## src/rtl/audio_rec_play_ctrl_pkg.sv

```systemverilog
// Shared types and defaults for the audio record/playback sequencer.
// A sample word is {left, right}, each channel CH_W bits wide.
package audio_rec_play_ctrl_pkg;

    localparam int CH_W       = 16;
    localparam int DEF_DW     = 2 * CH_W;
    localparam int DEF_ADDR_W = 14;

    typedef enum logic [1:0] {
        ST_IDLE = 2'd0,
        ST_REC  = 2'd1,
        ST_PLAY = 2'd2
    } state_t;

endpackage

```

## src/rtl/audio_rec_play_ctrl_if.sv

```systemverilog
// Codec strobe/data and sample-RAM bus seen by the record/playback sequencer.
interface audio_rec_play_ctrl_if
    import audio_rec_play_ctrl_pkg::*;
#(
    parameter int ADDR_W = DEF_ADDR_W,
    parameter int DW     = DEF_DW
);
    logic              rx_done;
    logic              tx_done;
    logic [DW-1:0]     adc_data;
    logic [DW-1:0]     dac_data;
    logic              ram_we;
    logic [ADDR_W-1:0] ram_addr;
    logic [DW-1:0]     ram_wdata;
    logic [DW-1:0]     ram_rdata;

    modport master (
        input  rx_done, tx_done, adc_data, ram_rdata,
        output dac_data, ram_we, ram_addr, ram_wdata
    );

    modport slave (
        output rx_done, tx_done, adc_data, ram_rdata,
        input  dac_data, ram_we, ram_addr, ram_wdata
    );
endinterface

```

## src/rtl/audio_rec_play_ctrl_pulse_sync.sv

```systemverilog
// Brings an asynchronous strobe into the clk domain and emits one pulse per rising edge.
module pulse_sync (
    input  logic clk,
    input  logic rst,
    input  logic strobe,
    output logic pulse
);
    // [0],[1] are the metastability pair; [2] is the previous value for edge detect
    logic [2:0] sync_pipe;

    always_ff @(posedge clk or posedge rst) begin
        if (rst) sync_pipe <= '0;
        else     sync_pipe <= {sync_pipe[1:0], strobe};
    end

    assign pulse = sync_pipe[1] & ~sync_pipe[2];
endmodule

```

## src/rtl/audio_rec_play_ctrl.sv

```systemverilog
// Record/playback sequencer: captures codec samples into an external RAM and
// streams them back to the DAC, paced by the codec strobes.
module audio_rec_play_ctrl
    import audio_rec_play_ctrl_pkg::*;
#(
    parameter int ADDR_W = DEF_ADDR_W,
    parameter int DW     = DEF_DW
) (
    input  logic                   clk,
    input  logic                   rst,
    input  logic                   rec_key,
    input  logic                   play_key,
    input  logic                   stop_key,
    audio_rec_play_ctrl_if.master  bus,
    output logic [1:0]             state,
    output logic [ADDR_W:0]        rec_len
);
    localparam logic [ADDR_W:0] ONE      = {{ADDR_W{1'b0}}, 1'b1};
    localparam logic [ADDR_W:0] FULL_CNT = {1'b1, {ADDR_W{1'b0}}};

    logic rx_p, tx_p;

    pulse_sync u_rx_sync (.clk(clk), .rst(rst), .strobe(bus.rx_done), .pulse(rx_p));
    pulse_sync u_tx_sync (.clk(clk), .rst(rst), .strobe(bus.tx_done), .pulse(tx_p));

    state_t            st_q, st_d;
    logic [ADDR_W:0]   len_q, len_d;   // doubles as the write counter while recording
    logic [ADDR_W:0]   rd_q, rd_d;
    logic [ADDR_W:0]   rd_nxt;
    logic              we_q, we_d;
    logic [ADDR_W-1:0] addr_q, addr_d;
    logic [DW-1:0]     wdata_q, wdata_d;
    logic [DW-1:0]     dac_q, dac_d;

    assign rd_nxt = rd_q + ONE;

    always_ff @(posedge clk or posedge rst) begin
        if (rst) begin
            st_q    <= ST_IDLE;
            len_q   <= '0;
            rd_q    <= '0;
            we_q    <= 1'b0;
            addr_q  <= '0;
            wdata_q <= '0;
            dac_q   <= '0;
        end else begin
            st_q    <= st_d;
            len_q   <= len_d;
            rd_q    <= rd_d;
            we_q    <= we_d;
            addr_q  <= addr_d;
            wdata_q <= wdata_d;
            dac_q   <= dac_d;
        end
    end

    always_comb begin
        st_d = st_q;
        case (st_q)
            ST_IDLE: begin
                if (stop_key)                            st_d = ST_IDLE;
                else if (rec_key)                        st_d = ST_REC;
                else if (play_key && len_q != '0)        st_d = ST_PLAY;
            end
            ST_REC:
                if (stop_key || (rx_p && len_q == FULL_CNT - ONE)) st_d = ST_IDLE;
            ST_PLAY:
                if (stop_key || (tx_p && rd_nxt == len_q))         st_d = ST_IDLE;
            default: st_d = ST_IDLE;
        endcase
    end

    always_comb begin
        len_d   = len_q;
        rd_d    = rd_q;
        we_d    = 1'b0;
        addr_d  = addr_q;
        wdata_d = wdata_q;
        dac_d   = dac_q;
        case (st_q)
            ST_IDLE: begin
                // last played sample stays up for its frame, then silence
                if (tx_p) dac_d = '0;
                if (!stop_key) begin
                    if (rec_key) begin
                        len_d = '0;
                        dac_d = '0;
                    end else if (play_key && len_q != '0) begin
                        rd_d   = '0;
                        addr_d = '0;
                    end
                end
            end
            ST_REC: begin
                // a stop arriving with a sample still commits that sample
                if (rx_p && len_q != FULL_CNT) begin
                    we_d    = 1'b1;
                    addr_d  = len_q[ADDR_W-1:0];
                    wdata_d = bus.adc_data;
                    len_d   = len_q + ONE;
                end
            end
            ST_PLAY: begin
                if (stop_key) begin
                    dac_d = '0;
                end else if (tx_p) begin
                    dac_d  = bus.ram_rdata;
                    rd_d   = rd_nxt;
                    addr_d = rd_nxt[ADDR_W-1:0];
                end
            end
            default: ;
        endcase
    end

    assign state         = st_q;
    assign rec_len       = len_q;
    assign bus.ram_we    = we_q;
    assign bus.ram_addr  = addr_q;
    assign bus.ram_wdata = wdata_q;
    assign bus.dac_data  = dac_q;
endmodule

```

## src/flat_wrapper.sv

```systemverilog
// flat-port wrapper written by rule: the top's interface ports become plain ports
module audio_rec_play_ctrl_flat import audio_rec_play_ctrl_pkg::*;
#(
    parameter int ADDR_W = DEF_ADDR_W,
    parameter int DW     = DEF_DW
)
  (clk, rst, rec_key, play_key, stop_key, state, rec_len, bus_rx_done, bus_tx_done, bus_adc_data, bus_ram_rdata, bus_dac_data, bus_ram_we, bus_ram_addr, bus_ram_wdata);
  audio_rec_play_ctrl_if #(.ADDR_W(ADDR_W), .DW(DW)) bus_i ();
  input  logic clk;
  input  logic rst;
  input  logic rec_key;
  input  logic play_key;
  input  logic stop_key;
  output logic [1:0] state;
  output logic [ADDR_W:0] rec_len;
  input wire logic [$bits(bus_i.rx_done)-1:0] bus_rx_done;
  input wire logic [$bits(bus_i.tx_done)-1:0] bus_tx_done;
  input wire logic [$bits(bus_i.adc_data)-1:0] bus_adc_data;
  input wire logic [$bits(bus_i.ram_rdata)-1:0] bus_ram_rdata;
  output wire logic [$bits(bus_i.dac_data)-1:0] bus_dac_data;
  output wire logic [$bits(bus_i.ram_we)-1:0] bus_ram_we;
  output wire logic [$bits(bus_i.ram_addr)-1:0] bus_ram_addr;
  output wire logic [$bits(bus_i.ram_wdata)-1:0] bus_ram_wdata;
  assign bus_i.rx_done = bus_rx_done;
  assign bus_i.tx_done = bus_tx_done;
  assign bus_i.adc_data = bus_adc_data;
  assign bus_i.ram_rdata = bus_ram_rdata;
  assign bus_dac_data = bus_i.dac_data;
  assign bus_ram_we = bus_i.ram_we;
  assign bus_ram_addr = bus_i.ram_addr;
  assign bus_ram_wdata = bus_i.ram_wdata;
  audio_rec_play_ctrl #(.ADDR_W(ADDR_W), .DW(DW)) u_core (.clk(clk), .rst(rst), .rec_key(rec_key), .play_key(play_key), .stop_key(stop_key), .bus(bus_i), .state(state), .rec_len(rec_len));
endmodule
```

## config.mk

```make
export PLATFORM = sky130hd
export DESIGN_NAME = audio_rec_play_ctrl_flat
export DESIGN_NICKNAME = d
export VERILOG_FILES = /design/src/rtl/audio_rec_play_ctrl_pkg.sv /design/src/rtl/audio_rec_play_ctrl_if.sv /design/src/rtl/audio_rec_play_ctrl_pulse_sync.sv /design/src/rtl/audio_rec_play_ctrl.sv /design/src/flat_wrapper.sv
export SDC_FILE = /design/constraint.sdc
export NUM_CORES = 1
export LEC_CHECK = 0
export ABC_CLOCK_PERIOD_IN_PS = 5950
export CAP_MARGIN = 25
export CORE_MARGIN = 4
export CORE_UTILIZATION = 53
export CTS_BUF_LIST = sky130_fd_sc_hd__clkbuf_4
export DETAILED_ROUTE_END_ITERATION = 10
export GPL_ROUTABILITY_DRIVEN = 1
export GPL_TIMING_DRIVEN = 0
export PLACE_DENSITY = 0.89
export SYNTH_ARGS = -nofsm -noshare
export SYNTH_HDL_FRONTEND = slang
export SYNTH_SLANG_ARGS = --single-unit
```

## constraint.sdc

```tcl
create_clock -name clk -period 5.95 [get_ports clk]
set_input_delay 1.19 -clock clk [delete_from_list [all_inputs] [get_ports clk]]
set_output_delay 1.19 -clock clk [all_outputs]
set_load 0.02 [all_outputs]
```

==> results of run 1 <==
==> metrics by stage <==
| stage | hold WS (ns) | cells |
|---|---|---|
| after global routing | 0.381 | 842 |
| after floorplan | 0.331 | 507 |
| after CTS | 0.370 | 842 |
| after detailed placement | 0.341 | 810 |
| after global placement | 0.333 | 809 |
| final | 0.369 | 842 |
==> synthesized netlist by cell type (12+ instances only) <==
library cell  number  area (um2)
dfrtp_1          117        2930
nand2_1           82         308
o21ai_0           39         195
a22o_1            35         307
mux2_2            34         383
xor2_1            24         210
nor2_1            23        86.3
inv_1             15        56.3
clkbuf_1          14        52.6
nand3_1           14        70.1
buf_2             12        60.1
xnor2_1           12         105
==> power by group <==
group          leakage, uW  switching, uW  total (uW)  internal [uW]
Clock             0.000143            348         571            222
Combinational      0.00168            668        1170            506
Sequential         0.00154            100        1050            951
Total              0.00337           1120        2800           1680
==> worst max-delay path, stage by stage <==
cell	delay, ns
clkdlybuf4s50_1	0.49
nand2b_1	0.21
nand2_1	0.10
o21ai_0	0.25
a2111oi_1	0.81
nand3_1	0.18
xor2_1	0.20
nor2_1	0.07
==> registers in the layout, indices dropped and copies added (netlist names) <==
signal,flops
u_core.bus.dac_data,32
u_core.bus.ram_addr,14
u_core.bus.ram_wdata,32
u_core.bus.ram_we,1
u_core.rd_q,15
u_core.rec_len,15
u_core.state,2
u_core.u_rx_sync.sync_pipe,3
u_core.u_tx_sync.sync_pipe,3
==> per-layer routing <==
metal	vias to the layer above	GRT usage [%]	share of wire [%]
li1	2161	-	-
met1	2314	32.0	38
met2	269	42.9	51
met3	48	7.34	8.2
met4	0	10.9	2.9
met5	-	0	0
==> placed cells by master, fill, tap and decap left out, types with 4 or more instances in the layout <==
cell | synthesis | layout
nand2_1 | 82 | 82
inv_1 | 15 | 14
xnor3_1 | 5 | 5
o21ai_0 | 39 | 39
clkbuf_4 | 0 | 18
nor2_1 | 23 | 23
nand2b_1 | 4 | 4
nand3_1 | 14 | 14
xnor2_1 | 12 | 12
inv_6 | 0 | 6
xor2_1 | 24 | 24
nand4_1 | 10 | 10
buf_2 | 12 | 12
clkdlybuf4s50_1 | 0 | 166
mux2_2 | 34 | 34
nor3_1 | 5 | 5
nor4_2 | 4 | 4
a22o_1 | 35 | 35
dfrtp_1 | 117 | 117
ha_1 | 8 | 8
a21oi_1 | 6 | 6
and4_1 | 4 | 4
clkbuf_1 | 14 | 14
==> cell type report <==
cell class,count,area [um2]
flip-flops and latches,117,2930
fillers,665,2570
multi-input cells,343,2400
repair buffers,167,1680
well taps,136,170
plain buffers,32,149
clock inverters,14,139
clock buffers,18,135
inverters,15,58.8
==> worst max-delay path by stage <==
stage	cells after the start	to	start
floorplan	1	u_core.bus.dac_data[0]	rst
CTS	8	u_core.rec_len[12]	stop_key
global route	10	u_core.bus.ram_wdata[3]	u_core.rec_len[0]
detailed placement	8	u_core.rec_len[10]	stop_key
global placement	2	u_core.bus.ram_addr[5]	rst
finish	8	u_core.rec_len[12]	stop_key
==> cells by family (layout without fill, tap and decap cells) <==
group,Yosys count,after routing
buffers and inverters,47,246
AO/OA/AOI/OAI,100,100
XOR/XNOR,42,42
AND/OR/NAND/NOR,157,157
multiplexers,36,36
adder cells (fa/ha/maj),8,8
flip-flops,117,117
==> metrics, run 1 <==
status=finished, final reports clean; drt pass-1 iters=6; min-delay worst type=flop to flop; total grt overflow=0; core area=10200 um2; CTS Buffer Depth=2; gp weighted congestion=0.953; H-tree Lvls=4; CP Class=primary input to flop; Cells after Synth=507; cell area after placement=7390 um2; Clk Latency, worst-skew pair=between 0.5 and 0.6 ns; Area Growth Syn to Fin=38.5%; Design Area, Final=7660 um2; Seq/Total Area, Yosys=52.9%; Fmax=323 MHz; post-synthesis mux area share=approximately 7.4%; Clk pin slew, worst setup/hold paths=0.13 ns; Worst Setup End Kind=flop; final hold vios=0; clock buffer count from CTS=17; R2R Path End=u_core.bus.ram_wdata[24]; full die area=12100 um2; DPL Wire Length=roughly 11 mm; R2R depth=10; # DRC=0; number of global-route vias before repair=4959; fin util=74.9%; Netlist cell types=48; drt initial violations=530; first-pass GRT wire length=24.2 mm; xor and xnor fraction of the mapped netlist area=8.16%; Critical Path Fanout Max=5; post-synthesis compound-gate area fraction=12.7%; R2R Path Start=u_core.rec_len[0]; Power Dens Cells=365 nW/um2; RSZ-0062 raised after global routing=no; ys async rst share=100%; initial antenna violation count=0; Crit path arrival time=3.50 ns; Avg WL per Cell=18.3 um; synthesized area=between 5000 and 6000 um2; CP Launch Type=primary input; worst vdd ir=0.000204 V; final setup TNS=0 ns; number of setup buffers added after CTS=0; diode count=0; Post-Route WL=15.4 mm; CTS tree=built; largest net degree at the start of global routing=76; Via-to-Cell Ratio=5.69; max_slew headroom=between 30% and 40%; hold path start=u_core.u_rx_sync.sync_pipe[0]; Leak=0.00337 uW; fin. max-slew vios=0; clock skew=around 0.024 ns; Clock Tree Root=clkbuf_4; I/O Buffers=166; Slew @ Worst Pin=about 0.9 ns; final layout net count=between 700 and 800; overall power=2800 uW; number of max-cap violations=0; Setup WS post-layout=roughly 2.9 ns; Synthesized Nets=a little under 600; Yosys reg bits=117; syn avg cell area=10.9 um2; prevailing post-synth register cell=dfrtp_1; Post-Place Setup Slack=around 2.5 ns; min Tclk post-route=3.10 ns; Initial Util=54.1%; total number of vias=4792; clk sink count=117; FF-to-FF setup slack=around 3 ns; Tot GR Track Use=26.0%; share of cells above drive strength 1=13.3%; Die X=110 um; post-cts sizing count=0; cts hold-fix bufs=0; Routed Antenna Nets=0; IO Count=167; Site Rows=37; hold path endpoint=u_core.u_rx_sync.sync_pipe[1]; Critical Path RT=between 6 and 7 ns; worst hold stages=0; Post-synth EDFFs=0; count of yosys warnings during synthesis=0; fin crit share=a little over half; DIE HEIGHT=110 um; Final setup violation count=0; largest family of logic cells by synthesized area=simple AND/OR/NAND/NOR gates; Synth Area in Adders=1.81%; Synth Area in Simple Gates=13.3%
Power figures use the tool's default switching activity.
==> inputs of run 2 (changes only) <==
--- a/config.mk
+++ b/config.mk
@@ -5,15 +5,15 @@
 export SDC_FILE = /design/constraint.sdc
 export NUM_CORES = 1
 export LEC_CHECK = 0
-export ABC_CLOCK_PERIOD_IN_PS = 5950
+export ABC_CLOCK_PERIOD_IN_PS = 3000
 export CAP_MARGIN = 25
 export CORE_MARGIN = 4
-export CORE_UTILIZATION = 53
+export CORE_UTILIZATION = 49
 export CTS_BUF_LIST = sky130_fd_sc_hd__clkbuf_4
 export DETAILED_ROUTE_END_ITERATION = 10
 export GPL_ROUTABILITY_DRIVEN = 1
 export GPL_TIMING_DRIVEN = 0
-export PLACE_DENSITY = 0.89
+export PLACE_DENSITY = 0.83
 export SYNTH_ARGS = -nofsm -noshare
 export SYNTH_HDL_FRONTEND = slang
 export SYNTH_SLANG_ARGS = --single-unit
==> constraint.sdc (replaced) <==
create_clock -name clk -period 3 [get_ports clk]
set_input_delay 0.6 -clock clk [delete_from_list [all_inputs] [get_ports clk]]
set_output_delay 0.6 -clock clk [all_outputs]
set_load 0.02 [all_outputs]
==> run 2 against run 1 <==
- register-to-register slack got worse by 2.8 ns
- clock power up 110%
- routed wire length down 5.6%
- via count down 4.6%
- sequential share of layout area down 0.38 points
- die area up 7.6%
- clock skew is 0.0080 ns lower
- sequential cell count unchanged
- global-route usage is 2.9 points lower
- first-iteration DRC count down 55%
- hold slack lost 0.0060 ns
- critical endpoint is now u_core.state[1]
- largest cell class unchanged
==> metrics, run 2 (synthesized netlist as in run 1, its figures left out) <==
clk sink count=117; Layout Cells excl Fill=848; final setup TNS=0 ns; Clock Tree Root=clkbuf_4; R2R Path End=u_core.state[1]; H-tree Lvls=4; Clk pin slew, worst setup/hold paths=between 0.1 and 0.15 ns; Die X=114 um; met2 WL=between 7 and 8 mm; CP Launch Type=flop; final hold vios=0; clock skew=0.0160 ns; Seq pwr share=36.9%; Leak=0.00340 uW; DPL Wire Length=11.0 mm; worst vdd ir=0.000528 V; Sw Share=37.8%; total number of vias=~4600; Via-to-Cell Ratio=5.39; full die area=between 10000 and 15000 um2; Clk Latency, worst-skew pair=0.51 ns; Initial Util=50.6%; wl on met1=~5.7 mm; Critical Path Fanout Max=9; max_slew headroom=about half; Routed Antenna Nets=0; final layout net count=roughly 770; commonest non-fill, non-tap cell in the layout=clkdlybuf4s50_1; R2R Path Start=u_core.rd_q[0]; FF-to-FF setup slack=about 0.19 ns; Fmax=356 MHz; share of cells above drive strength 1=13.4%; DIE HEIGHT=114 um; hold path endpoint=u_core.u_rx_sync.sync_pipe[1]; fin crit share=93.7%; RSZ-0062 raised after global routing=no; initial antenna violation count=0; DR top layer=met4; first-pass GRT wire length=~24 mm; I/O Buffers=166; Final setup violation count=0; fin. max-slew vios=0; diode count=0; clock buffer count from CTS=17; Slew @ Worst Pin=0.722 ns; # DRC=0; status=finished, final reports clean; Tot GR Track Use=23.0%; cell area after placement=7410 um2; Power Dens Cells=724 nW/um2; hold path start=u_core.u_rx_sync.sync_pipe[0]; Worst Setup End Kind=flop; Critical Path RT=3.40 ns; Area Growth Syn to Fin=39.8%; Psw=2120 uW; Design Area, Final=between 7000 and 8000 um2; drt pass-1 iters=4; worst hold stages=0; Post-Route WL=14.5 mm; Avg WL per Cell=about 17 um; number of max-cap violations=0; drt initial violations=237; total grt overflow=0; cts hold-fix bufs=0; CTS tree=built; Gate power share=41.4%; R2R depth=8; number of global-route vias before repair=about 4800; core area=between 10000 and 15000 um2; IO Count=about 170; CP Class=flop to flop; min-delay worst type=flop to flop; CTS Buffer Depth=2; Site Rows=38; min Tclk post-route=2.81 ns; most frequent cells in the layout=clkdlybuf4s50_1, dfrtp_1, nand2_1; largest net degree at the start of global routing=45; Internal Power=around 3500 uW; Clk pwr share=a little over a fifth; Crit path arrival time=between 3 and 4 ns; gp weighted congestion=0.948; Routed met3 length=1.34 mm; placed cells=815; worst hold margin=0.363 ns
==> run 2: cell count changes in the layout (fill, tap and decap cells not counted), sizes merged <==
cell,change
buf,+3
bufinv,+2
clkinv,+4
clkbuf,-2
inv,-4
clkinvlp,-1
==> run 2: how the worst max path moves through the flow <==
| stage | startpoint | to | slack, ns | cells after the start |
|---|---|---|---|---|
| 3_3_place_gp | rst | u_core.bus.ram_addr[8] | -0.07 | 2 |
| 2_1_floorplan | u_core.rec_len[0] | u_core.bus.ram_wdata[10] | 0.60 | 10 |
| 4_1_cts | u_core.rec_len[0] | u_core.bus.ram_wdata[12] | 0.14 | 10 |
| 5_1_grt | u_core.rec_len[0] | u_core.rd_q[4] | 0.02 | 12 |
| 3_5_place_dp | u_core.rec_len[0] | u_core.bus.ram_wdata[12] | 0.17 | 10 |
| 6_report | u_core.rd_q[0] | u_core.state[1] | 0.19 | 8 |
==> run 2: stage by stage <==
stage / total power, uW / utilization, % / setup WS, ns
6_report: 5600 / 70.8 / 0.190
5_1_grt: 5910 / 70.8 / 0.0184
3_5_place_dp: 4410 / 67.8 / 0.171
2_1_floorplan: 3330 / - / 0.597
3_3_place_gp: 4310 / 67.4 / -0.0740
4_1_cts: 5640 / 70.6 / 0.139
==> run 2: layer usage <==
layer / up-vias / GRT usage [%]
li1: 2154 / -
met1: 2200 / 28.4
met2: 198 / 38.3
met3: 21 / 7.98
met4: 0 / 7.28
met5: - / 0
==> run 2: critical path, stage by stage, from the launching register on <==
cell	delay, ns
dfrtp_1	0.51
ha_1	0.35
nand3_1	0.27
nor3_1	0.39
xnor3_1	0.24
nand4_1	0.11
nor4_2	0.41
o21ai_2	0.12
mux2_4	0.31
==> run 2: power by group through the flow <==
stage          logic, uW  clock network [uW]  registers [uW]
2_1_floorplan        872                   0            2460
5_1_grt             2470                1330            2110
4_1_cts             2320                1250            2070
3_3_place_gp        2240                   0            2080
6_report            2320                1220            2070
3_5_place_dp        2310                   0            2100
==> run 2: timing repair <==
action / 4_1_cts / 5_1_grt
hold endpoints to repair: 0 / 0
setup buffers: 0 / 1
endpoints found under the setup margin: 0 / 33
gates resized for setup: 0 / 3
==> run 2: area by class of cell <==
type,count,area [um2]
inverters,15,60.1
repair buffers,169,1710
flip-flops and latches,117,2930
well taps,140,175
clock inverters,15,176
clock buffers,17,128
multi-input cells,343,2410
fillers,808,3200
plain buffers,32,149
